==> config.mk <==
export PLATFORM = sky130hd
export DESIGN_NAME = dsp_out_pipelined
export DESIGN_NICKNAME = d
export VERILOG_FILES = /design/src/rtl/dsp_out_pipelined_pkg.sv /design/src/rtl/dsp_out_pipelined_comb.sv /design/src/rtl/dsp_out_pipelined.sv
export SDC_FILE = /design/constraint.sdc
export NUM_CORES = 1
export LEC_CHECK = 0
export CELL_PAD_IN_SITES_DETAIL_PLACEMENT = 0
export CELL_PAD_IN_SITES_GLOBAL_PLACEMENT = 1
export CORE_AREA = 5 5 49 51
export DETAILED_ROUTE_END_ITERATION = 7
export DIE_AREA = 0 0 54 56
export GPL_TIMING_DRIVEN = 0
export PLACE_DENSITY_LB_ADDON = 0.05
export RECOVER_POWER = 25
export SETUP_SLACK_MARGIN = 0.05
export SLEW_MARGIN = 40
export SYNTH_ARGS = -nofsm -noshare
export SYNTH_HDL_FRONTEND = slang
export SYNTH_SLANG_ARGS = --single-unit
==> constraint.sdc <==
create_clock -name clk -period 2.6 [get_ports clk]
set_clock_uncertainty 0.15 [all_clocks]
set_input_delay 0.78 -clock clk [delete_from_list [all_inputs] [get_ports clk]]
set_output_delay 0.78 -clock clk [all_outputs]
set_load 0.02 [all_outputs]
==> src/rtl/dsp_out_pipelined_pkg.sv <==
// Shared constants for the pipelined DSP output block: default width,
// buffer depth and operation mode encodings.
package dsp_out_pipelined_pkg;

    localparam int unsigned DATA_WIDTH_DEF = 4;
    localparam int unsigned DEPTH_DEF      = 2;

    typedef enum logic {
        MODE_MUL = 1'b0,
        MODE_ADD = 1'b1
    } mode_e;

endpackage

==> src/rtl/dsp_out_pipelined_comb.sv <==
// Combinational multiply/add datapath: result is DATA_WIDTH bits wide and
// operands are half that width, so neither operation can overflow.
module dsp_combinational
    import dsp_out_pipelined_pkg::*;
#(
    parameter int unsigned DATA_WIDTH = DATA_WIDTH_DEF
) (
    input  logic [DATA_WIDTH/2-1:0] a,
    input  logic [DATA_WIDTH/2-1:0] b,
    input  logic                    m,
    output logic [DATA_WIDTH-1:0]   result
);

    localparam int unsigned HW = DATA_WIDTH / 2;
    localparam int unsigned EW = DATA_WIDTH - HW;

    logic [DATA_WIDTH-1:0] a_ext_s;
    logic [DATA_WIDTH-1:0] b_ext_s;

    assign a_ext_s = {{EW{1'b0}}, a};
    assign b_ext_s = {{EW{1'b0}}, b};

    // Mode-selected arithmetic on zero-extended operands.
    always_comb begin
        result = {DATA_WIDTH{1'b0}};
        case (mode_e'(m))
            MODE_MUL: result = a_ext_s * b_ext_s;
            MODE_ADD: result = a_ext_s + b_ext_s;
            default:  result = {DATA_WIDTH{1'b0}};
        endcase
    end

endmodule

==> src/rtl/dsp_out_pipelined.sv <==
// DSP result path followed by a two-entry output buffer with valid/ready
// handshakes on both sides; results leave in acceptance order.
module dsp_out_pipelined
    import dsp_out_pipelined_pkg::*;
#(
    parameter int unsigned DATA_WIDTH = DATA_WIDTH_DEF,
    parameter int unsigned DEPTH      = DEPTH_DEF
) (
    input  logic                    clk,
    input  logic                    rst,
    input  logic [DATA_WIDTH/2-1:0] a,
    input  logic [DATA_WIDTH/2-1:0] b,
    input  logic                    m,
    input  logic                    in_valid,
    output logic                    in_ready,
    output logic [DATA_WIDTH-1:0]   out,
    output logic                    out_valid,
    input  logic                    out_ready
);

    logic [DATA_WIDTH-1:0] result_s;
    logic [DATA_WIDTH-1:0] mem_r [0:1];
    logic [1:0]            count_r;
    logic                  wr_ptr_r;
    logic                  rd_ptr_r;
    logic                  accept_s;
    logic                  pop_s;

    dsp_combinational #(
        .DATA_WIDTH (DATA_WIDTH)
    ) u_comb (
        .a      (a),
        .b      (b),
        .m      (m),
        .result (result_s)
    );

    // in_ready is gated by rst so it drops immediately, not just once count clears.
    assign in_ready  = !rst && (count_r < 2'd2);
    assign out_valid = (count_r != 2'd0);
    assign out       = out_valid ? mem_r[rd_ptr_r] : {DATA_WIDTH{1'b0}};
    assign accept_s  = in_valid && in_ready;
    assign pop_s     = out_valid && out_ready;

    // Buffer storage, pointers and occupancy.
    always_ff @(posedge clk or posedge rst) begin
        if (rst) begin
            mem_r[0] <= {DATA_WIDTH{1'b0}};
            mem_r[1] <= {DATA_WIDTH{1'b0}};
            count_r  <= 2'd0;
            wr_ptr_r <= 1'b0;
            rd_ptr_r <= 1'b0;
        end else begin
            if (accept_s) begin
                mem_r[wr_ptr_r] <= result_s;
                wr_ptr_r        <= ~wr_ptr_r;
            end
            if (pop_s) begin
                rd_ptr_r <= ~rd_ptr_r;
            end
            case ({accept_s, pop_s})
                2'b10:   count_r <= count_r + 2'd1;
                2'b01:   count_r <= count_r - 2'd1;
                default: count_r <= count_r;
            endcase
        end
    end

endmodule

==> metrics <==
outcome finished clean; worst hold path cell count 2; Synth area leaders dfrtp_1 (43%), ha_1 (9.0%), mux2i_1 (8.6%); relative slew slack 68.4%; WP buf/inv 2; synthesized netlist net count 85; Area Overhead vs Synth 28.0%; fillers 190; PD cells slightly above 900 mW/mm2; # DRC 0; vias per cell 4.41; cts hold-fix bufs 0; Reg clk slew, reported paths 0.08 ns; CP Cell Sequence clkdlybuf4s50_1 > nor2_1 > buf_2; # rows 16; Die Span X 54 um; period utilization 95.4%; Clock Sinks 12; later-pin clock latency in the skew report 0.27 ns; GRT overflow 0; # H-tree levels 1; CTS Root Cell clkbuf_4; CTS tree yes; drt pass-1 iters 4; Cells after Synth 70; die height 56 um; clock buffer depth 2; count leader, synth dfrtp_1; layout cells sized above 1 12.8%; max frequency 0.403 GHz; VDD IR max 0.457 mV; Static Leakage approximately 0.44 nW; GRT Overall Usage about a tenth; net switching power 0.325 mW; port bufs 14; reg-to-reg slack, setup 1.00 ns; min-delay src mem_r[4]; Mapped Area roughly 700 um2; CTS Buf Count 3; yosys synthesis warning count 0; DR WL/cell 10.9 um; vias in the first global route 483; Tmin final between 2 and 2.5 ns; n_diodes 0; die area between 0.003 and 0.004 mm2; Yosys top cell area share 43.0%; number of flops mapped to enable cells by yosys 0; worst-margin pin slew about 0.47 ns; critical path class in2out; Comb pwr share 44.8%; CP max-delay cell clkdlybuf4s50_1; Final Worst Setup Slack between 0.1 and 0.15 ns; RSZ-0062 raised after global routing false; synthesized flop and latch total 12; Yosys top cell by area dfrtp_1; slowest stage delay, CP roughly 0.45 ns; Final Hold Viols 0; Setup crit end kind primary output; Reg-to-Reg Start count_r[1]; largest net degree at the start of global routing 13; Syn Area/Cell 9.97 um2; Top FF cell, synth dfrtp_1; Int Power 0.502 mW; Seq/Total Area, Yosys 43.0%; initial antenna violation count 0; Pwr Total around 0.83 mW; FF-to-FF End count_r[1]; Clock power frac between 10% and 20%; Largest delay share family, worst path buffers and inverters; Synth top cells by count dfrtp_1 (12), nand2_1 (10), nor2_1 (7); Initial Utilization 36.7%; DR iter-0 viols 5; Post-synth ARST share 100%; worst slack at placement -0.321 ns; Worst EP required 1.67 ns; via count 498; I/O pins 15; Final #Nets 103; ANT nets after route 0; Hold Path Class reg2reg; first-pass GRT wire length between 2 and 2.5 mm; Pins Over Slew Limit 0; Reg power frac 41.6%; RePlAce Congestion 0.655; Setup crit start kind primary input; Max-Cap Viols 0; Reg2Reg Depth 6; Critical Path Fanout Max 4; switch share 39.3%; final setup vio count 0; hold path endpoint mem_r[4]; Core ar. 0.00190 mm2; final wirelength around 1.2 mm; synth unique cells 19; WP data arrival 1.55 ns; DP HPWL 989 um
power by group through the flow:
| stage | Sequential (mW) | Combinational, mW | Clock, mW |
|---|---|---|---|
| 4_1_cts | 0.342 | 0.380 | 0.120 |
| 5_1_grt | 0.356 | 0.412 | 0.127 |
| 2_1_floorplan | 0.307 | 0.280 | 0 |
| 6_report | 0.343 | 0.370 | 0.113 |
| 3_5_place_dp | 0.319 | 0.417 | 0 |
| 3_3_place_gp | 0.315 | 0.411 | 0 |
area by class of cell:
class	instances	area (um2)	share of cell area, %
multi-input combinational	49	364	40.8
sequential	12	302	33.8
timing repair buffer	14	134	15.0
tap	27	33.8	3.78
clock buffer	3	22.5	2.52
inverter	6	22.5	2.52
buffer	2	15.0	1.68
worst min-delay path: cells and delay by family, from the launching register on:
family | cells | cell delay [ns]
flops | 1 | 0.35
simple gates | 1 | 0.06
compound gates | 1 | 0.05
routing by layer:
metal	share of wire, %	routed length [um]	vias to the layer above	track usage (%)
li1	-	-	264	-
met1	49	606	220	13.8
met2	43	535	12	13.8
met3	6.7	82	2	2.68
met4	0.81	10	0	5.34
met5	0	0	-	0
what timing repair did:
action	4_1_cts	5_1_grt
gates cloned	0	0
gates resized for setup	9	2
buffers inserted	0	0
endpoints found under the setup margin	6	1
registers in the layout, indices dropped and copies added, names as in the netlist:
name      count
wr_ptr_r      1
rd_ptr_r      1
count_r       2
mem_r         8
layout by cell type, fill, tap and decap left out:
cell type / Yosys / layout
dlymetal6s2s_1: 0 / 1
buf_2: 0 / 1
o21ai_1: 2 / 2
nor2b_1: 1 / 1
xor2_1: 2 / 2
clkbuf_4: 0 / 3
mux2i_1: 6 / 6
dfrtp_1: 12 / 11
and2_1: 2 / 2
clkdlybuf4s50_1: 0 / 9
nand4bb_1: 1 / 1
buf_6: 1 / 1
dfrtp_2: 0 / 1
inv_1: 6 / 6
clkbuf_1: 2 / 1
nor2_1: 7 / 6
ha_1: 5 / 5
dlygate4sd2_1: 0 / 3
o21ai_0: 3 / 3
xnor2_1: 3 / 3
nand2_1: 10 / 10
fa_1: 1 / 1
nor2_4: 0 / 1
nand2b_1: 1 / 1
or4b_1: 1 / 1
o21ai_2: 4 / 4
kinds of logic after synthesis:
family          share of synthesized area (%)
simple gates                             15.8
flops                                    43.0
compound gates                           8.60
buf+inv                                  5.91
mux                                      8.60
fa+ha+maj                                11.8
xor+xnor                                 6.27
worst max-delay path by stage:
stage	startpoint	to	slack, ns	cells after the start
after floorplan	rst	count_r[1]	0.56	5
final	rst	in_ready	0.12	3
after CTS	rd_ptr_r	out[2]	0.05	3
after global placement	rst	in_ready	-0.31	3
after global routing	count_r[1]	out_valid	0.06	3
after detailed placement	rst	in_ready	-0.32	3
per-stage QoR:
step	util (%)	cell area [um2]	hold WS (ns)	instances	TNS [ns]
2_1_floorplan	-	698	0.300	70	0
6_report	47.0	893	0.333	113	0
4_1_cts	46.8	890	0.338	113	0
3_3_place_gp	45.9	872	0.311	111	-0.309
3_5_place_dp	45.9	872	0.320	111	-0.321
5_1_grt	47.0	893	0.349	113	0
No activity file was read; power rests on OpenSTA's default activity.
==> RTL change 1 (config.mk and constraints unchanged) <==
Make the reset (`rst`) synchronous in one clocked block.
--- a/src/rtl/dsp_out_pipelined.sv
+++ b/src/rtl/dsp_out_pipelined.sv
@@ -43,7 +43,7 @@
     assign pop_s     = out_valid && out_ready;
 
     // Buffer storage, pointers and occupancy.
-    always_ff @(posedge clk or posedge rst) begin
+    always_ff @(posedge clk) begin
         if (rst) begin
             mem_r[0] <= {DATA_WIDTH{1'b0}};
             mem_r[1] <= {DATA_WIDTH{1'b0}};
Function: differs if rst is asserted again (counterexample within 4 cycles, from zero or initial values and one cycle with rst high); with rst held inactive, the same outputs for 10 cycles.
==> RTL change 1 against the unedited design <==
Total power fell by 16%. Sequential cell count rose by 1. Fmax rose by 0.50%. Setup slack improved by 0.012 ns. Via count fell by 1.6%. Critical path depth did not move. Combinational power fell by 28%. Synthesized area fell by 2.3%. Final area rose by 0.14%. Largest power group is now sequential cells. Register-to-register slack got worse by 0.17 ns. Worst hold slack improved by 0.032 ns. Routed wire length fell by 8.4%. Sequential power fell by 12%.
==> RTL change 1: results <==
run_status:
  run_status: "complete, no violations"
pwr:
  leakagePower_uw: 0.000374
  powerDensity_nw_per_um2: 773
  p_sw_frac: 0.350
  ir_drop_mv: 0.341
  power_clock_uw: 125
  pwr-share-comb: 0.383
grt:
  grt_pass1_vias: 478
  grt_max_degree: 9
  grtUsageTotal: 0.0919
  grt_pass1_wl_mm: 1.98
  met2_usage: 0.125
  grtUsageMet1: 0.121
drt:
  via_count: 490
  wl_met1_um: 506
  dr_wl_met3_um: 93
  wl_met2_um: 508
  detail-route-antenna-nets: 0
  routed_wl_mm: 1.13
  top_layer_used: "met4"
  wl_per_cell_um: 10.5
synth:
  synth_ff_type: "edfxtp_1"
  synth_area_leaders: "edfxtp_1 (35%), dfxtp_1 (15%), mux2i_1 (10%), nor2_1 (9.9%), ha_1 (9.2%)"
  synth_nets: 79
  synth_compound_area_frac: 0.0220
  ys_top_cells_by_count: "nor2_1 (18), edfxtp_1 (8), mux2i_1 (7)"
  yosysWarnings: 0
  async_flop_share: 0
  ys_seq_area_frac: 0.499
  muxShareOfSynthArea: 0.103
  synth_cells: 64
  synth_fa_ha_area_frac: 0.121
  synth_edf_count: 8
  synthXorXnorAreaFrac: 0.0514
sta:
  tightest_slew_ns: 0.319
  holdWs_ns: 0.364
  fin_ws_ns: 0.131
critical_path:
  arrival_ns: 1.54
  ff2ff_setup_slack_ns: 0.83
  r2r_start: "count_r[1]"
  ff2ff_path_depth: 5
  path_max_fanout: 8
  r2r_end: "count_r[1]"
place:
  port_buffers: 14
  placed_cells: 105
  globalplace.congestion: 0.649
  dpl_worst_slack_ns: -0.556
  dp_hpwl_um: 940
  postPlaceCellArea_um2: 856
clock_tree:
  cts_root_buf: "clkbuf_4"
min_path:
  min_to: "rd_ptr_r"
  hp-start: "rd_ptr_r"
finish:
  fillers: 202
  nets: 97
  drive_above_1_share: 0.111
-- RTL change 1: changes by cell type after synthesis, moves of 2 or more --
cell      delta
dfrtp_1     -12
nor2_1      +11
nand2_1      -9
edfxtp_1     +8
dfxtp_1      +5
inv_1        -4
o21ai_2      -4
nand2b_1     +2
o21ai_1      -2
-- RTL change 1: cell type report --
cell class,count,area [um2],area share
repair buffers,14,143,0.159
clock buffers,3,22.5,0.0252
inverters,2,7.51,0.00839
well taps,27,33.8,0.0378
flip-flops and latches,13,343,0.383
clock inverters,1,5.00,0.00559
multi-input cells,48,340,0.380
-- RTL change 1: repair_timing --
action / 4_1_cts / 5_1_grt
gates resized for setup: 5 / 5
hold buffers: 0 / 0
endpoints found under the setup margin: 5 / 6
-- RTL change 1: critical path, cell delays in order --
cell	delay [ns]
dlygate4sd2_1	0.33
nor2_4	0.15
clkdlybuf4s15_2	0.28
==> RTL change 2 (same flow settings) <==
Without the edit above. Set the package constant `DATA_WIDTH_DEF` to 3 (it was 4).
--- a/src/rtl/dsp_out_pipelined_pkg.sv
+++ b/src/rtl/dsp_out_pipelined_pkg.sv
@@ -2,7 +2,7 @@
 // buffer depth and operation mode encodings.
 package dsp_out_pipelined_pkg;
 
-    localparam int unsigned DATA_WIDTH_DEF = 4;
+    localparam int unsigned DATA_WIDTH_DEF = 3;
     localparam int unsigned DEPTH_DEF      = 2;
 
     typedef enum logic {
Interface: changed (resized a, b and out); port bits go from 15 to 12. The function was not compared with the original's and may differ.
==> RTL change 2 against the unedited design <==
Count of clock-buffer cells in the layout unchanged. Core utilization decreased by 16 points. Synthesized cell count fell by 46%. Routed wire length fell by 33%. Setup slack worse by 0.036 ns. Global-route usage shrank 3.7 points. Synthesized area fell by 39%. Sequential cell count fell by 4. Total power is 22% lower. Final area decreased by 34%. Critical endpoint unchanged. Largest power group unchanged.
==> RTL change 2: results <==
critical_path:
  arrival_ns: 1.59
  ff2ff_path_depth: 5
  path_max_fanout: 3
drt:
  viasPerCell: 3.65
  drtIter0Drc: 3
  wl_per_cell_um: 10.4
  dr.pass1.iters: 2
  routed_wl_um: 821
place:
  dp_hpwl_um: 673
  globalplace.congestion: 0.619
  placed_cells: 75
  port_buffers: 10
  postPlaceCellArea_um2: 562
finish:
  drive_above_1_share: 0.231
  final_util: 0.311
  signal_buffers: 12
  multi_input_area_um2: 214
  non_clock_inverter_count: 3
  multi_input_cells: 26
  buf_share: 0.186
  nets: 63
  clock_tree_area_fraction: 0.0381
  fillers: 205
  nFlopsAndLatches: 8
pwr:
  p_sw_frac: 0.371
  leakagePower_uw: 0.000266
clock_tree:
  clk_latency_ns: 0.25
  cts.clk_slew.worst_paths_ns: 0.05
synth:
  synth_cells: 38
  synth_nets: 47
  synth_area_leaders: "dfrtp_1 (47%), mux2i_1 (9.4%), xnor2_1 (6.1%), ha_1 (5.8%), nor2_1 (5.3%)"
  ys_seq_area_frac: 0.468
grt:
  grtUsageTotal: 0.0629
  grt_pass1_wl_mm: 1.32
  grt_pass1_vias: 311
run_status:
  run_status: "complete, no violations"
-- RTL change 2: timing repair --
action,in CTS,in global routing
setup endpoints to repair,1,3
endpoints found under the hold margin,0,0
resized for setup,5,1
pin swaps,0,1
buffers inserted,0,1
-- RTL change 2: logic make-up (layout without fill, tap and decap cells) --
logic type,count (synthesis),count (layout),synth area share
AOI/OAI and AO/OA,1,1,0.0117
xor gates and xnor gates,5,5,0.102
adders and majority gates,2,2,0.0585
buffers and inverters,4,18,0.0439
DFF,8,8,0.468
muxes,6,6,0.155
other,1,1,0.00876
and+or+nand+nor,11,11,0.152
-- RTL change 2: per-stage QoR --
| step | setup slack (ns) | setup TNS [ns] | hold slack, ns |
|---|---|---|---|
| after global routing | 0.0428 | 0 | 0.375 |
| after global placement | -0.384 | -0.384 | 0.349 |
| after CTS | 0.0527 | 0 | 0.359 |
| final | 0.0831 | 0 | 0.356 |
| after detailed placement | -0.431 | -0.431 | 0.350 |
| after floorplan | 0.504 | 0 | 0.330 |
-- RTL change 2: critical path: stages --
cell             delay (ns)
clkdlybuf4s50_1        0.47
nor2_2                 0.15
buf_2                  0.19
-- RTL change 2: power by group through the flow --
stage | sequential (uW) | combinational [uW] | clock (uW)
after floorplan | 235 | 198 | 0
after global placement | 244 | 290 | 0
after detailed placement | 246 | 298 | 0
after CTS | 246 | 297 | 99.1
after global routing | 260 | 325 | 104
final | 249 | 300 | 93.2
-- RTL change 2: layer usage --
layer  track usage  up-vias  routed length [um]
met5             0        -                   0
met4        0.0427        0                   9
met3        0.0322        2                  62
met2        0.0882       10                 373
met1        0.0718      126                 375
li1              -      150                   -
